`src/rtl/mult_pkg.sv`:
```
// Shared definitions for the shift-add multiplier.
//   state_e    : controller states
//   cnt_width  : bits needed to hold an iteration count of 0..width
//   magnitude  : absolute value of a zero-extended operand when negate is set
package mult_pkg;

    localparam int unsigned MaxWidth = 32;

    typedef enum logic [1:0] {
        StIdle,
        StCalc,
        StFix,
        StDone
    } state_e;

    function automatic int unsigned cnt_width(input int unsigned width);
        return $clog2(width + 1);
    endfunction

    // The caller zero-extends a WIDTH-bit operand and truncates the result back to WIDTH bits.
    // The low WIDTH bits of the 32-bit negation equal the WIDTH-bit two's-complement negation.
    // As a result, the most negative value maps to 2^(WIDTH-1), which still fits as unsigned.
    function automatic logic [MaxWidth-1:0] magnitude(input logic [MaxWidth-1:0] value,
                                                      input logic              negate);
        return negate ? (~value + MaxWidth'(1)) : value;
    endfunction

endpackage

```
`src/rtl/mult_datapath.sv`:
```
// Shift-add datapath: B (multiplicand magnitude), A (multiplier magnitude, then low product half),
// P (high product half) and the result register.
//   clk, rst_n : clock, synchronous active-low reset
//   load       : capture b_mag/a_mag, clear P
//   step       : one add-and-shift iteration
//   fix        : write the signed-corrected {P,A} into product
//   a_mag      : multiplicand magnitude (loaded into B)
//   b_mag      : multiplier magnitude (loaded into A)
//   neg        : negate the result at fix time
//   product    : registered 2*WIDTH result
module mult_datapath
    import mult_pkg::*;
#(
    parameter int unsigned WIDTH = 8
) (
    input  logic               clk,
    input  logic               rst_n,
    input  logic               load,
    input  logic               step,
    input  logic               fix,
    input  logic [WIDTH-1:0]   a_mag,
    input  logic [WIDTH-1:0]   b_mag,
    input  logic               neg,
    output logic [2*WIDTH-1:0] product
);

    localparam int unsigned ProdW = 2 * WIDTH;

    logic [WIDTH-1:0] b_q, b_d;
    logic [WIDTH-1:0] a_q, a_d;
    logic [WIDTH-1:0] p_q, p_d;
    logic [ProdW-1:0] product_q, product_d;

    // Adder output; bit WIDTH is the carry, which is shifted straight into P's MSB.
    logic [WIDTH:0]   sum;
    logic [ProdW-1:0] full;

    always_comb begin
        sum  = {1'b0, p_q} + {1'b0, (a_q[0] ? b_q : '0)};
        full = {p_q, a_q};

        b_d       = b_q;
        a_d       = a_q;
        p_d       = p_q;
        product_d = product_q;

        if (load) begin
            b_d = a_mag;
            a_d = b_mag;
            p_d = '0;
        end else if (step) begin
            p_d = sum[WIDTH:1];
            a_d = {sum[0], a_q[WIDTH-1:1]};
        end

        if (fix) begin
            product_d = neg ? (~full + ProdW'(1)) : full;
        end
    end

    always_ff @(posedge clk) begin
        if (!rst_n) begin
            b_q       <= '0;
            a_q       <= '0;
            p_q       <= '0;
            product_q <= '0;
        end else begin
            b_q       <= b_d;
            a_q       <= a_d;
            p_q       <= p_d;
            product_q <= product_d;
        end
    end

    assign product = product_q;

endmodule

```
`src/rtl/shift_add_mult.sv`:
```
// Sequential shift-add multiplier with valid/ready handshakes and optional signed mode.
// One operand pair is accepted in IDLE; WIDTH add-shift iterations run in CALC, the sign is
// applied in FIX, and the product is held in DONE until the consumer takes it.
//   clk, rst_n            : clock, synchronous active-low reset
//   in_valid / in_ready   : operand handshake (in_ready only in IDLE)
//   a_in, b_in            : multiplicand, multiplier
//   signed_mode           : two's-complement operands/result, sampled with the operands
//   out_valid / out_ready : result handshake (out_valid only in DONE)
//   product               : registered 2*WIDTH result, held until next result or reset
//   busy                  : high in CALC or FIX
module shift_add_mult
    import mult_pkg::*;
#(
    parameter int unsigned WIDTH = 8
) (
    input  logic               clk,
    input  logic               rst_n,
    input  logic               in_valid,
    output logic               in_ready,
    input  logic [WIDTH-1:0]   a_in,
    input  logic [WIDTH-1:0]   b_in,
    input  logic               signed_mode,
    output logic               out_valid,
    input  logic               out_ready,
    output logic [2*WIDTH-1:0] product,
    output logic               busy
);

    localparam int unsigned CntW = cnt_width(WIDTH);

    state_e            state_q, state_d;
    logic [CntW-1:0]   cnt_q, cnt_d;
    logic              neg_q, neg_d;

    logic              accept;
    logic              load, step, fix;
    logic [WIDTH-1:0]  a_mag, b_mag;

    always_comb begin
        a_mag = WIDTH'(magnitude(MaxWidth'(a_in), signed_mode & a_in[WIDTH-1]));
        b_mag = WIDTH'(magnitude(MaxWidth'(b_in), signed_mode & b_in[WIDTH-1]));
    end

    // Next-state and control decode.
    always_comb begin
        state_d = state_q;
        cnt_d   = cnt_q;
        neg_d   = neg_q;
        accept  = 1'b0;
        load    = 1'b0;
        step    = 1'b0;
        fix     = 1'b0;

        unique case (state_q)
            StIdle: begin
                if (in_valid) begin
                    accept  = 1'b1;
                    load    = 1'b1;
                    neg_d   = signed_mode & (a_in[WIDTH-1] ^ b_in[WIDTH-1]);
                    cnt_d   = CntW'(WIDTH);
                    state_d = StCalc;
                end
            end
            StCalc: begin
                step  = 1'b1;
                cnt_d = cnt_q - CntW'(1);
                if (cnt_q == CntW'(1)) begin
                    state_d = StFix;
                end
            end
            StFix: begin
                fix     = 1'b1;
                state_d = StDone;
            end
            StDone: begin
                if (out_ready) begin
                    state_d = StIdle;
                end
            end
            default: begin
                state_d = StIdle;
            end
        endcase
    end

    always_ff @(posedge clk) begin
        if (!rst_n) begin
            state_q <= StIdle;
            cnt_q   <= '0;
            neg_q   <= 1'b0;
        end else begin
            state_q <= state_d;
            cnt_q   <= cnt_d;
            neg_q   <= neg_d;
        end
    end

    // Handshake outputs decode from the state register only.
    always_comb begin
        in_ready  = (state_q == StIdle);
        out_valid = (state_q == StDone);
        busy      = (state_q == StCalc) || (state_q == StFix);
    end

    mult_datapath #(
        .WIDTH (WIDTH)
    ) u_datapath (
        .clk     (clk),
        .rst_n   (rst_n),
        .load    (load),
        .step    (step),
        .fix     (fix),
        .a_mag   (a_mag),
        .b_mag   (b_mag),
        .neg     (neg_q),
        .product (product)
    );

    // accept is kept as a named decode for readability; it equals load.
    logic unused_accept;
    assign unused_accept = accept;

endmodule

```
`config.mk`:
```
export PLATFORM = sky130hd
export DESIGN_NAME = shift_add_mult
export DESIGN_NICKNAME = d
export VERILOG_FILES = /design/src/rtl/mult_pkg.sv /design/src/rtl/mult_datapath.sv /design/src/rtl/shift_add_mult.sv
export SDC_FILE = /design/constraint.sdc
export NUM_CORES = 1
export LEC_CHECK = 0
export BUFFER_PORTS_ARGS = -buffer_cell sky130_fd_sc_hd__buf_2
export CAP_MARGIN = 20
export CORE_ASPECT_RATIO = 0.7
export CORE_MARGIN = 1.5
export CORE_UTILIZATION = 58
export DETAILED_ROUTE_END_ITERATION = 6
export PLACE_DENSITY = 0.8
export SLEW_MARGIN = 20
export SYNTH_ARGS = -nofsm -noshare
export SYNTH_HDL_FRONTEND = slang
export SYNTH_HIERARCHICAL = 1
export SYNTH_SLANG_ARGS = --single-unit
```
`constraint.sdc`:
```
create_clock -name clk -period 2.75 [get_ports clk]
set_input_delay 0.1375 -clock clk [delete_from_list [all_inputs] [get_ports clk]]
set_output_delay 0.1375 -clock clk [all_outputs]
set_load 0.05 [all_outputs]
```
==> impl_metrics.json, run 1 <==
{
  "start_util_pct": 61.06,
  "synth_enable_flop_cells": 0,
  "ant_nets": 0,
  "hpwl_microns": 4806,
  "clkTransAtPathRegs_ns": 0.09,
  "post_cts_resize_count": 0,
  "synth-seq-cells": 47,
  "crit_path_start_kind": "register",
  "post_cts_buffers": 0,
  "grt_overflow": 0,
  "detail_route.wirelength.met1_microns": 3327,
  "cellPowerDensity_nw_per_um2": 922.9,
  "post_synth_instance_area_sq_um": 2968,
  "criticalPathCategory": "reg2reg",
  "p_switching_mw": 1.396,
  "synthToLayoutAreaGrowth_pct": 11.51,
  "clock_latency_ns": 0.31,
  "floorplan.die.width_microns": 88.50,
  "grt_setup_unrepaired": "no",
  "path_cells": "and2_1, ha_1, fa_1, a211o_1, a21oi_1, o21ai_0, a41o_1",
  "fin_nets": 431,
  "cp-end-kind": "register",
  "route.final.wire_length_microns": 6400,
  "swShare_pct": 45.72,
  "first_iter_violations": 131,
  "antenna_found_initial": 0,
  "synth-async-reset-ratio_pct": 0,
  "die_h_microns": 62.85,
  "routed-wl-met2_microns": 2628,
  "vias": 2595,
  "fillerInstances": 391,
  "critical_path.max_stage_delay_ns": 0.44,
  "tightest_slew_ns": 0.5514,
  "via_count_of_the_first_global_routing_pass": 2337,
  "detail_route.first_pass.iterations": 4,
  "routed_wire_length_per_instance_microns": 13.85,
  "coreArea_sq_um": 4861,
  "critical_path_arrival_ns": 2.32,
  "post_synthesis_cell_count": 360,
  "hp-class": "in2reg",
  "dp_worst_setup_slack_ns": 0.6561,
  "remaining_routing_drc_violations": 0,
  "cp_max_fo": 12,
  "setup_viol_count_final": 0,
  "via_per_inst": 5.617,
  "clk_root_buffer_cell": "clkbuf_8",
  "fin_worst_skew_ns": 0.01030,
  "finalWorstPathRequiredPeriod_ns": 2.122,
  "comb_pwr_share_pct": 49.5,
  "pwr-share-clk_pct": 17.8,
  "drv_cap": 0,
  "worst_slack_ns": 0.6276,
  "p_int_mw": 1.658,
  "maxClockFrequency_mhz": 471.2,
  "clock_tree.buffer_depth": 2,
  "route.top_layer_used": "met4",
  "clock_tree_from_tritoncts": "built",
  "ctsHoldBuffers": 0,
  "avgSynthCellArea_sq_um": 8.244,
  "count_of_inserted_antenna_diode_cells": 0,
  "yosysUniqueCellTypes": 50,
  "drive_gt1_share_pct": 15.27,
  "timing.final.hold_violations": 0,
  "total_routing_resource_utilization_after_global_routing_pct": 24.90,
  "layoutNonFillerInstCount": 462,
  "cts_sinks": 47,
  "synthFlopType": "dfxtp_1",
  "synth-warning-count": 6,
  "largest_net_degree_at_the_start_of_global_routing": 32,
  "p_leak_nw": 1.466,
  "setup-tns-final_ns": 0,
  "worstPathRequired_ns": 2.95,
  "maxSlewHeadroom_pct": 63.16,
  "worst_path_max_delay_cell": "fa_1",
  "report.final.slew_viol_count": 0,
  "grt_first_pass_wirelength_microns": 10910,
  "design.die.area_sq_um": 5562,
  "boundaryPins": 40,
  "placed_cells_incl_taps": 454,
  "ir_worst_vdd_mv": 0.3642,
  "met3_wirelength_microns": 393,
  "timing.final.crit_share_pct": 77.18,
  "ys_seq_area_share_pct": 31.70,
  "seq_power_share_pct": 32.8,
  "io_buffer_count": 39,
  "outcome": "finished clean",
  "cts_max_level": 2,
  "std_cell_rows": 21,
  "globalplace.congestion": 0.8568,
  "synth.net_count": 399,
  "clock_buffer_count_from_cts": 5
}
==> final timing paths <==
kind                            depth (start not counted)                endpoint  slack [ns]                    from
worst min register to register                          2  u_datapath/product[12]        0.48  u_datapath/product[12]
worst max-delay path                                    7       u_datapath/p_q[5]        0.63       u_datapath/a_q[0]
worst max register to register                          7       u_datapath/p_q[5]        0.63       u_datapath/a_q[0]
worst min-delay path                                    3       u_datapath/a_q[0]        0.12                 b_in[0]
==> layer usage <==
metal	vias up	track usage [%]
met3	7	4.227
met2	74	36.64
met1	1168	37.61
li1	1346	-
met4	0	5.664
met5	-	0
==> metrics by stage <==
step           hold WS, ns  instance area, sq um  total power, mW  utilization (%)
2_1_floorplan       0.2782                  2968            2.239                -
3_3_place_gp        0.4368                  3188            2.473            65.59
3_5_place_dp        0.4389                  3188            2.518            65.59
4_1_cts             0.1180                  3309            3.063            68.08
5_1_grt             0.1188                  3309            3.282            68.08
6_report            0.1209                  3309            3.054            68.08
==> power groups by stage <==
stage          clock [mW]  combinational [mW]  sequential [mW]
6_report            0.542                1.51             1.00
5_1_grt             0.587                1.67             1.03
4_1_cts             0.554                1.51            0.999
3_5_place_dp            0                1.50             1.01
3_3_place_gp            0                1.47             1.00
2_1_floorplan           0                1.03             1.21
==> cells in the final DEF (no fill, tap or decap), types with 2 or more instances in the layout <==
master	synthesis	routed
a211o_1	2	2
a211oi_1	11	11
a21boi_0	3	3
a21o_1	2	2
a21oi_1	27	27
a31oi_1	4	4
and2_1	9	9
and3_1	5	5
buf_2	0	39
buf_4	0	4
clkbuf_8	1	6
dfxtp_1	47	47
ha_1	17	17
inv_1	16	16
mux2_2	2	2
mux2i_1	19	19
nand2_1	9	9
nand2b_1	8	8
nand3_1	15	15
nand3b_1	4	4
nor2_1	51	51
nor2b_1	4	4
nor3_1	10	10
nor3b_1	2	2
nor4_1	2	2
o21a_1	3	3
o21ai_0	14	14
o31ai_1	3	3
o41ai_1	5	5
or2_2	3	3
or3_1	6	6
or4_1	2	2
xnor2_1	3	3
xor2_1	20	20
==> kinds of logic after synthesis <==
group	count (synthesis)	share of synthesized area [%]
flops	47	31.70
compound gates	83	18.51
mux	21	7.167
xor+xnor	23	6.788
simple gates	133	22.76
fa+ha+maj	18	7.841
buf+inv	35	5.228
==> layout make-up <==
class	instances	area, sq um	share of cell area, %
inverter	17	63.81	1.928
tap	69	86.33	2.609
clock inverter	2	38.79	1.172
sequential	47	940.9	28.43
timing repair buffer	43	225.2	6.805
multi-input combinational	278	1872	56.56
clock buffer	6	82.58	2.495
==> sequential cells by signal (all words and copies together) (netlist names) <==
signal,count
u_datapath/b_q,8
neg_q,1
u_datapath/a_q,8
u_datapath/p_q,8
state_q,2
cnt_q,4
u_datapath/product,16
==> cells in the mapped netlist, drive strengths merged (3+ instances only) <==
master,number,share of area [%]
a21oi,27,4.6
clkbuf,14,2.1
a21boi,3,0.76
mux2i,19,6.4
xnor2,3,0.89
nand2b,8,1.7
nor2b,4,0.84
a211oi,11,2.8
inv,16,2.0
ha,17,7.2
o41ai,5,1.5
nor3,10,1.7
dfxtp,47,32
o21a,3,0.76
and2,9,1.9
nand2,9,1.1
xor2,20,5.9
buf,3,0.63
a31oi,4,0.84
nand3b,4,1.0
and3,5,1.1
or3,7,1.6
or4,3,0.89
nand3,15,2.5
or2,3,0.63
o21ai,15,2.5
nor2,51,6.5
o31ai,3,0.76
==> worst max-delay path: cells and delay by family, from the launching register on <==
family | cells | cell delay [ns]
and+or+nand+nor | 1 | 0.18
AOI/OAI and AO/OA | 4 | 0.79
DFF | 1 | 0.41
adders and majority gates | 2 | 0.64
Power figures use the tool's default switching activity.
==> inputs of run 2 (changes only) <==
Settings changed: ABC_AREA set to 1, CORE_UTILIZATION 58 to 53, PLACE_DENSITY 0.8 to 0.77.
Clock period 2.75 ns to 1.75 ns, I/O delays scaled along.
==> run 2 against run 1 <==
Global-route usage shrank 0.94 points. Utilization is 6.8 points lower. Fmax increased by 26%. Flip-flop and latch count unchanged. Synthesized cell count grew 31%. Clock power rose by 20%. Total power increased by 93%. Critical endpoint is now u_datapath/p_q[3]. Highest routed layer unchanged.
==> impl_metrics.json, run 2 <==
{
  "maxSlewHeadroom_pct": 56.47,
  "die_h_microns": 66.92,
  "post_synth_main_area_contributors": "dfxtp_1 30%, nand2_1 12%, inv_1 8.9%",
  "post_synth_instance_area_sq_um": 3093,
  "std_cell_rows": 23,
  "first_iter_violations": 215,
  "maxClockFrequency_mhz": 595.3,
  "critical_path_arrival_ns": 1.88,
  "cp_max_fo": 8,
  "p_int_mw": 2.839,
  "coreArea_sq_um": 5669,
  "clock_latency_ns": 0.30,
  "seq_power_share_pct": 31.1,
  "floorplan.die.width_microns": 94.31,
  "vias": 3015,
  "route.final.wire_length_microns": 7317,
  "routed_wire_length_per_instance_microns": 12.40,
  "criticalPathCategory": "reg2reg",
  "synth_largest_type_area_fraction_pct": 30.42,
  "detail_route.wirelength.met1_microns": 3763,
  "p_switching_mw": 3.069,
  "tightest_slew_ns": 0.6462,
  "cp-end-kind": "register",
  "worstPathRequired_ns": 1.95,
  "ys_seq_area_share_pct": 30.42,
  "via_count_of_the_first_global_routing_pass": 2674,
  "layout_commonest_cell": "nand2_1",
  "grt_overflow": 0,
  "setup-tns-final_ns": 0,
  "swShare_pct": 51.95,
  "drv_cap": 0,
  "ant_nets": 0,
  "routed-wl-met2_microns": 3096,
  "holdWs_ns": 0.07034,
  "met3_wirelength_microns": 403,
  "avgSynthCellArea_sq_um": 6.567,
  "fin_worst_skew_ns": 0.006785,
  "placed_cells_incl_taps": 581,
  "finalWorstPathRequiredPeriod_ns": 1.680,
  "via_per_inst": 5.110,
  "pwr-share-clk_pct": 11.0,
  "synthToLayoutAreaGrowth_pct": 12.38,
  "io_buffer_count": 39,
  "comb_pwr_share_pct": 57.9,
  "clock_buffer_count_from_cts": 5,
  "synth.net_count": 510,
  "boundaryPins": 40,
  "clkTransAtPathRegs_ns": 0.09,
  "synth.cells.most_frequent": "98 x nand2_1, 73 x inv_1, 61 x nor2_1",
  "report.final.slew_viol_count": 0,
  "globalplace.congestion": 0.8833,
  "crit_path_start_kind": "register",
  "synth_area_leader_cell": "dfxtp_1",
  "post_synthesis_cell_count": 471,
  "post-route-cell-area_sq_um": 3476,
  "count_of_inserted_antenna_diode_cells": 0,
  "timing.final.hold_violations": 0,
  "fin_nets": 553,
  "clock_tree.buffer_depth": 2,
  "ctsHoldBuffers": 0,
  "synth-async-reset-ratio_pct": 0,
  "detail_route.first_pass.iterations": 5,
  "synth_most_common_cell": "nand2_1",
  "drive_gt1_share_pct": 16.50,
  "synthFlopType": "dfxtp_1",
  "p_leak_nw": 1.855,
  "cellPowerDensity_nw_per_um2": 1700,
  "route.top_layer_used": "met4",
  "yosysUniqueCellTypes": 33,
  "start_util_pct": 54.56,
  "clk_root_buffer_cell": "clkbuf_8",
  "total_routing_resource_utilization_after_global_routing_pct": 23.96,
  "largest_reg_flops": 16,
  "cts_sinks": 47,
  "setup_viol_count_final": 0,
  "post_dp_cell_area_sq_um": 3371,
  "largest_net_degree_at_the_start_of_global_routing": 26,
  "synth-seq-cells": 47,
  "outcome": "finished clean",
  "hp-class": "in2reg",
  "grt_first_pass_wirelength_microns": 11920,
  "synth_enable_flop_cells": 0,
  "cts_max_level": 2,
  "timing.final.crit_share_pct": 95.99,
  "remaining_routing_drc_violations": 0,
  "antenna_found_initial": 0,
  "clock_tree_from_tritoncts": "built",
  "synth-warning-count": 6,
  "design.die.area_sq_um": 6310,
  "leading_cell_types_in_the_layout_fill_and_taps_excluded": "98 x nand2_1, 73 x inv_1, 61 x nor2_1",
  "layoutNonFillerInstCount": 590,
  "hpwl_microns": 5556,
  "ir_worst_vdd_mv": 0.7588
}
## run 2: cell count changes in the layout (fill, tap and decap cells not counted), moves of 10 or more
cell / change
inv_1: +57
nor2_1: +10
nand2_1: +89
o21ai_0: +12
mux2i_1: -19
nand3_1: +26
## run 2: power groups by stage
stage	clock network [mW]	registers (mW)	logic, mW
finish	0.650	1.84	3.42
global route	0.705	1.89	3.81
CTS	0.660	1.83	3.37
floorplan	0	2.22	2.28
global placement	0	1.83	3.28
detailed placement	0	1.84	3.36
## run 2: final cells by class
type | count | area [sq um]
multi-input cells | 331 | 1779
flip-flops and latches | 47 | 944.7
well taps | 75 | 93.84
inverters | 80 | 302.8
repair buffers | 49 | 270.3
fillers | 546 | 2193
clock buffers | 6 | 72.57
clock inverters | 2 | 12.51
## run 2: final timing paths
kind	slack, ns	from	depth (start not counted)	to
max	0.07	u_datapath/a_q[0]	9	u_datapath/p_q[3]
max reg2reg	0.07	u_datapath/a_q[0]	9	u_datapath/p_q[3]
min reg2reg	0.49	u_datapath/product[3]	2	u_datapath/product[3]
min	0.07	a_in[0]	3	u_datapath/b_q[0]
## run 2: metal layers
| metal | up-vias | global-route usage (%) |
|---|---|---|
| li1 | 1589 | - |
| met1 | 1337 | 34.39 |
| met2 | 81 | 37.50 |
| met3 | 8 | 4.452 |
| met4 | 0 | 4.291 |
| met5 | - | 0 |
## run 2: worst max-delay path, cell delays in order (launching register included)
cell and delay [ns]:
dfxtp_4 0.38, nand2_1 0.06, inv_1 0.04, ha_2 0.18
fa_2 0.39, nand3_1 0.12, nand3_1 0.09, xor2_1 0.15
o21ai_1 0.12, inv_1 0.05
## run 2: kinds of logic (layout without fill, tap and decap cells)
logic type	count (synthesis)	after routing	share of synthesized area [%]
compound gates	80	80	15.25
xor+xnor	13	13	3.681
fa+ha+maj	18	18	7.524
buf+inv	93	137	12.42
flops	47	47	30.42
simple gates	220	220	30.70
## run 2: through the flow
step | util, % | setup WS, ns | total power, mW
after global routing | 61.31 | -0.008182 | 6.404
final | 61.31 | 0.07014 | 5.908
after global placement | 59.46 | 0.04679 | 5.115
after detailed placement | 59.46 | -0.01113 | 5.204
after floorplan | - | 0.06963 | 4.493
after CTS | 60.98 | 0.01087 | 5.859
## run 2: timing repair
action	CTS	global route
endpoints found under the setup margin	1	3
buffers inserted	0	1
hold endpoints to repair	0	0
pin swaps	0	1
gates resized for setup	1	5
